File: src/rtl/sudoku_pkg.sv
// sudoku_pkg: shared state encoding, sizes and cursor arithmetic for the Sudoku input path
package sudoku_pkg;
    localparam int CELL_W  = 4;
    localparam int VAL_W   = 2;
    localparam int DIFF_W  = 2;
    localparam int N_CELLS = 16;
    localparam int NAV_W   = 4;
    typedef enum logic [2:0] {IDLE, LOAD, EDIT, COMMIT, CHECK, WAIT, WON} state_t;
    // step bits: 0 up, 1 down, 2 left, 3 right; wrap stays inside the row/column
    function automatic logic [CELL_W-1:0] move_cell(input logic [CELL_W-1:0] c, input logic [NAV_W-1:0] s);
        logic [1:0] r;
        logic [1:0] k;
        r = c[3:2];
        k = c[1:0];
        r = s[0] ? r - 2'd1 : s[1] ? r + 2'd1 : r;
        k = s[2] ? k - 2'd1 : s[3] ? k + 2'd1 : k;
        return {r, k};
    endfunction
endpackage

File: src/rtl/sudoku_input_ctrl_if.sv
// sudoku_input_ctrl_if: player buttons, dp feedback and dp command bundle
interface sudoku_input_ctrl_if;
    import sudoku_pkg::*;
    logic                  btn_up;
    logic                  btn_down;
    logic                  btn_left;
    logic                  btn_right;
    logic                  btn_inc;
    logic                  btn_enter;
    logic                  btn_new;
    logic [DIFF_W-1:0]     diff_sel;
    logic [N_CELLS-1:0]    fill_flag;
    logic                  solved;
    logic [CELL_W-1:0]     reg_choose;
    logic [VAL_W-1:0]      value_inp;
    logic [DIFF_W-1:0]     difficulty;
    logic                  set_board;
    logic                  register_inp_flag;
    logic                  dp_check;
    logic                  try_again_flag;
    logic                  won;
    logic                  reject;
    modport master (
        input  btn_up, btn_down, btn_left, btn_right, btn_inc, btn_enter, btn_new,
        input  diff_sel, fill_flag, solved,
        output reg_choose, value_inp, difficulty, set_board, register_inp_flag,
        output dp_check, try_again_flag, won, reject
    );
    modport slave (
        output btn_up, btn_down, btn_left, btn_right, btn_inc, btn_enter, btn_new,
        output diff_sel, fill_flag, solved,
        input  reg_choose, value_inp, difficulty, set_board, register_inp_flag,
        input  dp_check, try_again_flag, won, reject
    );
endinterface

File: src/rtl/btn_edge_repeat.sv
// btn_edge_repeat: nav press edges plus hold auto-repeat, reduced to one-hot with bit 0 highest priority
module btn_edge_repeat #(
    parameter int REPEAT_CYCLES = 8,
    parameter int CNT_W = 4
) (
    input  logic       clka,
    input  logic       restart,
    input  logic [3:0] btn,
    output logic [3:0] step
);
    logic [3:0]       prv;
    logic [CNT_W-1:0] cnt;
    logic [CNT_W-1:0] cnt_inc;
    logic             held;
    logic             fire;
    logic [3:0]       ev;
    always_comb begin
        held    = REPEAT_CYCLES > 0 && btn == prv && btn != 4'd0 && (btn & (btn - 4'd1)) == 4'd0;
        cnt_inc = cnt + 1'b1;
        fire    = held && cnt_inc == CNT_W'(REPEAT_CYCLES);
        ev      = (btn & ~prv) | (fire ? btn : 4'd0);
        step    = ev & (~ev + 4'd1);
    end
    always_ff @(posedge clka or negedge restart) begin
        if (!restart) begin
            prv <= '0;
            cnt <= '0;
        end else begin
            prv <= btn;
            cnt <= held && !fire ? cnt_inc : '0;
        end
    end
endmodule

File: src/rtl/sudoku_input_ctrl.sv
// sudoku_input_ctrl: turns player buttons into registered dp command pulses and tracks cursor/value/won
module sudoku_input_ctrl
    import sudoku_pkg::*;
#(
    parameter int REPEAT_CYCLES = 8,
    parameter int CNT_W = 4
) (
    input logic                 clka,
    input logic                 restart,
    sudoku_input_ctrl_if.master bus
);
    state_t              st, st_n;
    logic [CELL_W-1:0]   cur, cur_n;
    logic [VAL_W-1:0]    val, val_n;
    logic [DIFF_W-1:0]   diff, diff_n;
    logic [2:0]          prv;
    logic                inc_p, ent_p, new_p;
    logic [NAV_W-1:0]    step;
    logic                set_q, reg_q, chk_q, try_q, won_q, rej_q;
    logic                try_n, rej_n;
    btn_edge_repeat #(.REPEAT_CYCLES(REPEAT_CYCLES), .CNT_W(CNT_W)) u_nav (
        .clka    (clka),
        .restart (restart),
        .btn     ({bus.btn_right, bus.btn_left, bus.btn_down, bus.btn_up}),
        .step    (step)
    );
    assign inc_p = bus.btn_inc & ~prv[0];
    assign ent_p = bus.btn_enter & ~prv[1];
    assign new_p = bus.btn_new & ~prv[2];
    always_comb begin
        st_n  = st;
        cur_n = cur;
        val_n = val;
        diff_n = diff;
        try_n = 1'b0;
        rej_n = 1'b0;
        case (st)
            IDLE:   st_n = new_p ? LOAD : IDLE;
            LOAD:   st_n = EDIT;
            EDIT: begin
                if (new_p) st_n = LOAD;
                else if (ent_p) begin
                    rej_n = bus.fill_flag[cur];
                    st_n  = bus.fill_flag[cur] ? EDIT : COMMIT;
                end
                else if (inc_p) val_n = val + 1'b1;
                else cur_n = move_cell(cur, step);
            end
            COMMIT: st_n = CHECK;
            CHECK:  st_n = WAIT;
            WAIT:   st_n = bus.solved ? WON : EDIT;
            WON: begin
                if (new_p) st_n = LOAD;
                else if (ent_p) begin
                    st_n  = EDIT;
                    try_n = 1'b1;
                end
            end
            default: st_n = IDLE;
        endcase
        if (st_n == LOAD) begin
            cur_n  = '0;
            val_n  = '0;
            diff_n = bus.diff_sel;
        end
    end
    always_ff @(posedge clka or negedge restart) begin
        if (!restart) begin
            st    <= IDLE;
            cur   <= '0;
            val   <= '0;
            diff  <= '0;
            prv   <= '0;
            set_q <= 1'b0;
            reg_q <= 1'b0;
            chk_q <= 1'b0;
            try_q <= 1'b0;
            won_q <= 1'b0;
            rej_q <= 1'b0;
        end else begin
            st    <= st_n;
            cur   <= cur_n;
            val   <= val_n;
            diff  <= diff_n;
            prv   <= {bus.btn_new, bus.btn_enter, bus.btn_inc};
            set_q <= st_n == LOAD;
            reg_q <= st_n == COMMIT;
            chk_q <= st_n == CHECK;
            try_q <= try_n;
            won_q <= st_n == WON;
            rej_q <= rej_n;
        end
    end
    assign bus.reg_choose        = cur;
    assign bus.value_inp         = val;
    assign bus.difficulty        = diff;
    assign bus.set_board         = set_q;
    assign bus.register_inp_flag = reg_q;
    assign bus.dp_check          = chk_q;
    assign bus.try_again_flag    = try_q;
    assign bus.won               = won_q;
    assign bus.reject            = rej_q;
endmodule

File: src/flat_wrapper.sv
// flat-port wrapper written by rule: the top's interface ports become plain ports
module sudoku_input_ctrl_flat import sudoku_pkg::*;
#(
    parameter int REPEAT_CYCLES = 8,
    parameter int CNT_W = 4
)
  (clka, restart, bus_btn_up, bus_btn_down, bus_btn_left, bus_btn_right, bus_btn_inc, bus_btn_enter, bus_btn_new, bus_diff_sel, bus_fill_flag, bus_solved, bus_reg_choose, bus_value_inp, bus_difficulty, bus_set_board, bus_register_inp_flag, bus_dp_check, bus_try_again_flag, bus_won, bus_reject);
  sudoku_input_ctrl_if bus_i ();
  input logic clka;
  input logic restart;
  input wire logic [$bits(bus_i.btn_up)-1:0] bus_btn_up;
  input wire logic [$bits(bus_i.btn_down)-1:0] bus_btn_down;
  input wire logic [$bits(bus_i.btn_left)-1:0] bus_btn_left;
  input wire logic [$bits(bus_i.btn_right)-1:0] bus_btn_right;
  input wire logic [$bits(bus_i.btn_inc)-1:0] bus_btn_inc;
  input wire logic [$bits(bus_i.btn_enter)-1:0] bus_btn_enter;
  input wire logic [$bits(bus_i.btn_new)-1:0] bus_btn_new;
  input wire logic [$bits(bus_i.diff_sel)-1:0] bus_diff_sel;
  input wire logic [$bits(bus_i.fill_flag)-1:0] bus_fill_flag;
  input wire logic [$bits(bus_i.solved)-1:0] bus_solved;
  output wire logic [$bits(bus_i.reg_choose)-1:0] bus_reg_choose;
  output wire logic [$bits(bus_i.value_inp)-1:0] bus_value_inp;
  output wire logic [$bits(bus_i.difficulty)-1:0] bus_difficulty;
  output wire logic [$bits(bus_i.set_board)-1:0] bus_set_board;
  output wire logic [$bits(bus_i.register_inp_flag)-1:0] bus_register_inp_flag;
  output wire logic [$bits(bus_i.dp_check)-1:0] bus_dp_check;
  output wire logic [$bits(bus_i.try_again_flag)-1:0] bus_try_again_flag;
  output wire logic [$bits(bus_i.won)-1:0] bus_won;
  output wire logic [$bits(bus_i.reject)-1:0] bus_reject;
  assign bus_i.btn_up = bus_btn_up;
  assign bus_i.btn_down = bus_btn_down;
  assign bus_i.btn_left = bus_btn_left;
  assign bus_i.btn_right = bus_btn_right;
  assign bus_i.btn_inc = bus_btn_inc;
  assign bus_i.btn_enter = bus_btn_enter;
  assign bus_i.btn_new = bus_btn_new;
  assign bus_i.diff_sel = bus_diff_sel;
  assign bus_i.fill_flag = bus_fill_flag;
  assign bus_i.solved = bus_solved;
  assign bus_reg_choose = bus_i.reg_choose;
  assign bus_value_inp = bus_i.value_inp;
  assign bus_difficulty = bus_i.difficulty;
  assign bus_set_board = bus_i.set_board;
  assign bus_register_inp_flag = bus_i.register_inp_flag;
  assign bus_dp_check = bus_i.dp_check;
  assign bus_try_again_flag = bus_i.try_again_flag;
  assign bus_won = bus_i.won;
  assign bus_reject = bus_i.reject;
  sudoku_input_ctrl #(.REPEAT_CYCLES(REPEAT_CYCLES), .CNT_W(CNT_W)) u_core (.clka(clka), .restart(restart), .bus(bus_i));
endmodule
File: config.mk
export PLATFORM = sky130hd
export DESIGN_NAME = sudoku_input_ctrl_flat
export DESIGN_NICKNAME = d
export VERILOG_FILES = /design/src/rtl/sudoku_pkg.sv /design/src/rtl/sudoku_input_ctrl_if.sv /design/src/rtl/btn_edge_repeat.sv /design/src/rtl/sudoku_input_ctrl.sv /design/src/flat_wrapper.sv
export SDC_FILE = /design/constraint.sdc
export NUM_CORES = 1
export LEC_CHECK = 0
export ABC_AREA = 1
export ABC_CLOCK_PERIOD_IN_PS = 2200
export BUFFER_PORTS_ARGS = -buffer_cell sky130_fd_sc_hd__buf_2
export CORE_ASPECT_RATIO = 0.8
export CORE_MARGIN = 2
export CORE_UTILIZATION = 52
export DETAILED_ROUTE_END_ITERATION = 10
export PLACE_DENSITY = 0.85
export SLEW_MARGIN = 20
export SYNTH_ARGS = -nofsm -noshare
export SYNTH_HDL_FRONTEND = slang
export SYNTH_SLANG_ARGS = --single-unit
File: constraint.sdc
create_clock -name clka -period 2.2 [get_ports clka]
set_clock_uncertainty 0.1 [all_clocks]
set_input_delay 0.44 -clock clka [delete_from_list [all_inputs] [get_ports clka]]
set_output_delay 0.44 -clock clka [all_outputs]
set_load 0.01 [all_outputs]
==> results of run 1 <==
-- critical path, stage by stage, from the launching register on --
cell,delay [ps]
dfrtp_1,440
ha_1,240
nand2_1,100
nand3_1,90
nor2_1,220
nand2_1,80
o21ai_1,160
o21ai_0,90
nor2_1,150
nand2_1,80
nand2_1,60
nor2_1,30
-- registers in the layout (all words and copies together) (netlist names) --
signal                        cells
u_core.bus.difficulty             2
u_core.bus.dp_check               1
u_core.bus.reg_choose             4
u_core.bus.register_inp_flag      1
u_core.bus.reject                 1
u_core.bus.set_board              1
u_core.bus.try_again_flag         1
u_core.bus.value_inp              2
u_core.bus.won                    1
u_core.prv                        3
u_core.st                         3
u_core.u_nav.cnt                  4
u_core.u_nav.prv                  4
-- area by class of cell --
class                   count  area [um^2]  share of cell area
well taps                  38         47.5              0.0245
clock inverters             1         30.0              0.0154
repair buffers             45          235               0.121
clock buffers               3         41.3              0.0212
inverters                  38          143              0.0734
multi-input cells         143          747               0.384
flip-flops and latches     28          701               0.360
-- path summary, 6_finish.rpt --
| path | end | startpoint | slack [ps] | cells past startpoint |
|---|---|---|---|---|
| worst max register to register | u_core.bus.reg_choose[1] | u_core.u_nav.cnt[0] | 270 | 11 |
| worst min-delay path | u_core.u_nav.prv[1] | restart | 70 | 1 |
| worst min register to register | u_core.bus.difficulty[1] | u_core.bus.difficulty[1] | 380 | 2 |
| worst max-delay path | u_core.bus.reg_choose[1] | u_core.u_nav.cnt[0] | 270 | 11 |
| max in group asynchronous | u_core.bus.won | restart | 1530 | 1 |
| min in group clka | u_core.prv[0] | bus_btn_inc | 180 | 1 |
-- routing by layer --
metal,share of wire,up-vias
met5,0,-
met4,0.0085,0
met3,0.063,2
met2,0.44,42
met1,0.49,640
li1,-,747
-- logic make-up after synthesis --
| kind of cell | after synthesis |
|---|---|
| XOR/XNOR | 5 |
| buffers and inverters | 39 |
| flip-flops | 28 |
| AO/OA/AOI/OAI | 22 |
| adder cells (fa/ha/maj) | 6 |
| AND/OR/NAND/NOR | 110 |
-- cells in the final DEF (no fill, tap or decap), drive strengths merged --
cell / netlist / final
nand2: 53 / 53
buf: 1 / 45
inv: 38 / 38
nor2: 33 / 33
dfrtp: 28 / 28
nand3: 20 / 20
o21ai: 13 / 13
ha: 6 / 6
xor2: 5 / 5
a21oi: 4 / 4
clkbuf: 0 / 3
or2: 2 / 2
a21boi: 2 / 2
o211ai: 1 / 1
nand4: 1 / 1
a211oi: 1 / 1
nor3: 1 / 1
a21o: 1 / 1
bufinv: 0 / 1
-- power breakdown --
group	internal [W]	switching, W	leakage (nW)
Combinational	0.000334	0.000494	0.709
Clock	0.000244	0.000155	0.0357
Sequential	0.000628	0.000102	0.362
Total	0.00121	0.000751	1.11
-- through the flow --
step | cells | hold WS (ps)
after floorplan | 210 | 44.4
after global placement | 292 | 356
after detailed placement | 292 | 366
after CTS | 296 | 85.5
after global routing | 296 | 104
final | 296 | 65.6
==> run metrics, run 1 <==
xor and xnor area share after synthesis=0.0273; Tmin final=1930 ps; Top FF cell, synth=dfrtp_1; Worst-Skew Late Latency=270 ps; Tot GR Track Use=0.195; Worst Tran Pin Value=610 ps; Core Area=2850 um^2; die area=3540 um^2; Final TNS setup=0 ps; FILL cells=263; Synth Area in Compound Gates=0.0859; Hold WC Path Type=in2async; dominant cells by area after synthesis=dfrtp_1, nand2_1, inv_1; Final Slew Violations=0; CTS H-tree lvls=1; Clock Path Buffers=2; syn_nets=~240; Max-Cap Viols=0; Iter 0 DRT Violations=40; Post-DRT Antenna Nets=0; routability cong.=0.819; leakage power=1.11 nW; row count=17; area share of the largest cell type after synthesis=0.438; kind of critical path=reg2reg; final WL=about 3.2 mm; layer with the highest usage=met2; sequential area share after synthesis=0.438; outcome=complete, no violations; HPWL after DPL=roughly 2.5 mm; first-pass GRT wire length=5.22 mm; WL/cell=10.7 um; # DRC=0; Ys Warns=0; cts hold-fix bufs=0; main combinational cell family by area after synthesis=simple AND/OR/NAND/NOR gates; Synth cell types=25; die span in x=66.0 um; post-layout util=0.682; met2 GRT Util=0.327; largest net degree at the start of global routing=29; post-CTS setup buffers=0; Port Buf Inserts=41; vias per inst=4.83; type of origin of the critical path=flip-flop; Syn Area/Cell=7.63 um^2; Power Density=1010 nW/um^2; synth cell count leaders=nand2_1, inv_1, nor2_1, dfrtp_1, nand3_1; Setup violations, final=0; Fmax=just over 500 MHz; Post-synth EDFFs=0; DR pass1 iterations=4; worst setup margin=265 ps; initial core utilization=0.562; initial antenna violation count=0; worst rel slew slack=0.593; Critical Path End Type=flip-flop; crit share post-route=0.880; clock net sink count=28; met1 Use GR=0.262; Critical Path Fanout Max=5; Syn-to-layout area delta=21.4%; Post-Syn Area=1600 um^2; most common cell in the netlist=nand2_1; cell taking the most area after synthesis=dfrtp_1; TritonCTS clock tree=yes; ANT cells=0; maximum vdd ir drop=709 uV; Critical Path RT=2260 ps; die height=53.6 um; ys async rst share=1.00; Overall Power=roughly 0.0020 W; Worst EP arrival=2000 ps; simple-gate portion of the synthesized area=0.306; overflow left after global routing=0; Ports=42; RSZ-0062 raised after global routing=false; Syn Inst Count=210; Synth Register Bits=28; post-cts resize count=0; met3 Use GR=0.0418; share of layout cells above drive strength 1=0.248; vias in the first global route=1,247; Placement Setup Slack=70.4 ps; Clock transition at path regs=around 90 ps; Hold Vio Cnt, Final=0; vias=about 1,400; Final Instance Area=1940 um^2; clock root buffer=clkbuf_8; net total in the final layout=between 200 and 300; proportion of synthesized area in mux cells=0; Placement Cell Area=~1900 um^2; number of buffers created by CTS=3; adder-cell share of the synthesized area=0.0469
Note: power is estimated with default switching activity, not from simulation.
==> run 2: changes to the inputs <==
--- a/config.mk
+++ b/config.mk
@@ -5,14 +5,13 @@
 export SDC_FILE = /design/constraint.sdc
 export NUM_CORES = 1
 export LEC_CHECK = 0
-export ABC_AREA = 1
 export ABC_CLOCK_PERIOD_IN_PS = 2200
 export BUFFER_PORTS_ARGS = -buffer_cell sky130_fd_sc_hd__buf_2
 export CORE_ASPECT_RATIO = 0.8
 export CORE_MARGIN = 2
-export CORE_UTILIZATION = 52
+export CORE_UTILIZATION = 51
 export DETAILED_ROUTE_END_ITERATION = 10
-export PLACE_DENSITY = 0.85
+export PLACE_DENSITY = 0.84
 export SLEW_MARGIN = 20
 export SYNTH_ARGS = -nofsm -noshare
 export SYNTH_HDL_FRONTEND = slang
==> run 2 against run 1 <==
The flow now finishes with violations (setup timing). Final cell count decreased by 19%. Power decreased by 9.5%. Sequential power down 1%. Global-route usage increased by 2.9 points. Hold slack worse by 6.7 ps. Via count shrank 6.2%. Clock power about the same. Critical path depth down 3. Core utilization grew 7.5 points. Count of clock-buffer cells in the layout is the same. Largest cell class unchanged.
==> run metrics, run 2 <==
sequential area share after synthesis=0.456; initial antenna violation count=0; Multi-input gate area=933 um^2; met1 Use GR=0.235; die area=around 3500 um^2; Iter 0 DRT Violations=58; # DRC=0; Worst-Skew Late Latency=270 ps; first-pass GRT wire length=5.70 mm; Synth Register Bits=28; overflow left after global routing=0; commonest cells after routing, fill and taps aside=buf_2, dfrtp_1, buf_4, nor2_1, nand2_1; TritonCTS clock tree=yes; Clock Path Buffers=2; Placement Cell Area=1960 um^2; Critical Path Fanout Max=7; ys async rst share=1.00; Power Density=approximately 830 nW/um^2; Syn-to-layout area delta=38.3%; met2 GRT Util=0.406; Clock transition at path regs=90 ps; cts hold-fix bufs=0; clock root buffer=clkbuf_8; leading cell type in the layout, fill and taps excluded=buf_2; Worst Tran Pin Value=about 590 ps; Hold WC Path Type=in2async; largest net degree at the start of global routing=29; net total in the final layout=approximately 240; dominant cells by area after synthesis=dfrtp_1, mux4_2, ha_1; Core Area=2810 um^2; WL/cell=14.8 um; die height=53.1 um; vias in the first global route=roughly 1,300; maximum vdd ir drop=between 300 and 400 uV; Post-synth EDFFs=0; share of layout cells above drive strength 1=0.468; Syn Inst Count=143; Top FF cell, synth=dfrtp_1; syn_nets=between 150 and 200; ANT cells=0; met3 Use GR=0.0638; routability cong.=0.847; Final Instance Area=2120 um^2; RSZ-0062 raised after global routing=true; Post-DRT Antenna Nets=0; worst setup margin=-38.6 ps; crit share post-route=1.02; Critical Path RT=between 2000 and 2500 ps; vias=roughly 1,300; clock net sink count=28; register area=702 um^2; Tmin final=between 2000 and 2500 ps; most common cell in the netlist=dfrtp_1; kind of critical path=reg2reg; Syn Area/Cell=10.7 um^2; Synth cell types=~40; failing checks=setup timing; row count=17; DR pass1 iterations=4; Worst EP arrival=approximately 2400 ps; Fmax=447 MHz; Critical Path End Type=flip-flop; Port Buf Inserts=41; outcome=finished, violations left; Ports=42; Placement Setup Slack=-233 ps; worst rel slew slack=0.605; initial core utilization=0.547; leakage power=between 0.9 and 1 nW; FILL cells=206; Max-Cap Viols=0; hold_ws=between 50 and 60 ps; Ys Warns=0; Overall Power=0.00177 W; Tot GR Track Use=0.224; Final TNS setup=-38.6 ps; final WL=3.57 mm; Final Slew Violations=0; number of buffers created by CTS=3; synth cell count leaders=dfrtp_1, nor2_1, inv_1, nand2_1; vias per inst=5.57; CTS H-tree lvls=1; Setup violations, final=1; cell taking the most area after synthesis=dfrtp_1; area share of the largest cell type after synthesis=0.456; HPWL after DPL=2.71 mm; Hold Vio Cnt, Final=0; die span in x=65.4 um; type of origin of the critical path=flip-flop; layer with the highest usage=met2; Post-Syn Area=around 1500 um^2
[run 2: cell count changes after synthesis, sizes merged, moves of 3 or more]
cell and delta:
a21o +3, a21oi +3, inv -30, mux4 +5, nand2 -45, nand2b +4
nand3 -17, nor2 -20, nor2b +5, nor3 +4, o21ai -5
[run 2: area by class of cell]
cell class | instances | area share
Timing Repair Buffer | 58 | 0.160
Clock buffer | 3 | 0.0194
Inverter | 8 | 0.0141
Clock inverter | 1 | 0.0141
Sequential cell | 28 | 0.330
Tap cell | 38 | 0.0224
Multi-Input combinational cell | 105 | 0.439
[run 2: repair_timing]
action                     CTS  global route
pin swaps                    8             4
gates resized for setup      9             8
setup endpoints to repair    1             5
buffers inserted             4             0
[run 2: per-layer routing]
layer	wire, um	vias up
li1	-	642
met1	1450	640
met2	1820	50
met3	194	10
met4	102	0
met5	0	-
[run 2: worst max-delay path, cell delays in order (launching register included)]
cell,delay (ps)
dfrtp_1,380
inv_2,70
ha_4,190
and4_4,200
nand3_4,60
o21ai_4,80
a2111o_1,430
or4_4,530
a21oi_2,140
[run 2: worst paths after layout]
kind,start,to,slack (ps),cells after the start
worst max-delay path,u_core.u_nav.prv[1],u_core.bus.reg_choose[1],-40,8
worst min-delay path,restart,u_core.bus.difficulty[1],60,1
worst max register to register,u_core.u_nav.prv[1],u_core.bus.reg_choose[1],-40,8
worst min register to register,u_core.bus.difficulty[0],u_core.bus.difficulty[0],410,1
max in group asynchronous,restart,u_core.u_nav.cnt[0],1510,1
min in group clka,bus_btn_inc,u_core.prv[0],180,1
[run 2: through the flow]
step | cells | utilization
floorplan | 143 | -
global placement | 233 | 0.698
detailed placement | 233 | 0.698
finish | 241 | 0.757
CTS | 241 | 0.743
global route | 241 | 0.757
[run 2: logic make-up after synthesis]
logic type               count (synthesis)  share of synthesized area
AO/OA/AOI/OAI                           30                      0.138
XOR/XNOR                                 6                     0.0342
adder cells (fa/ha/maj)                  6                     0.0489
buffers and inverters                   10                     0.0244
flip-flops                              28                      0.456
multiplexers                             9                      0.101
AND/OR/NAND/NOR                         54                      0.197
[run 2: power by group]
group	switching, W	internal, W
combinational	0.000310	0.000344
sequential	0.000104	0.000616
clock	0.000154	0.000244
total	0.000568	0.00120
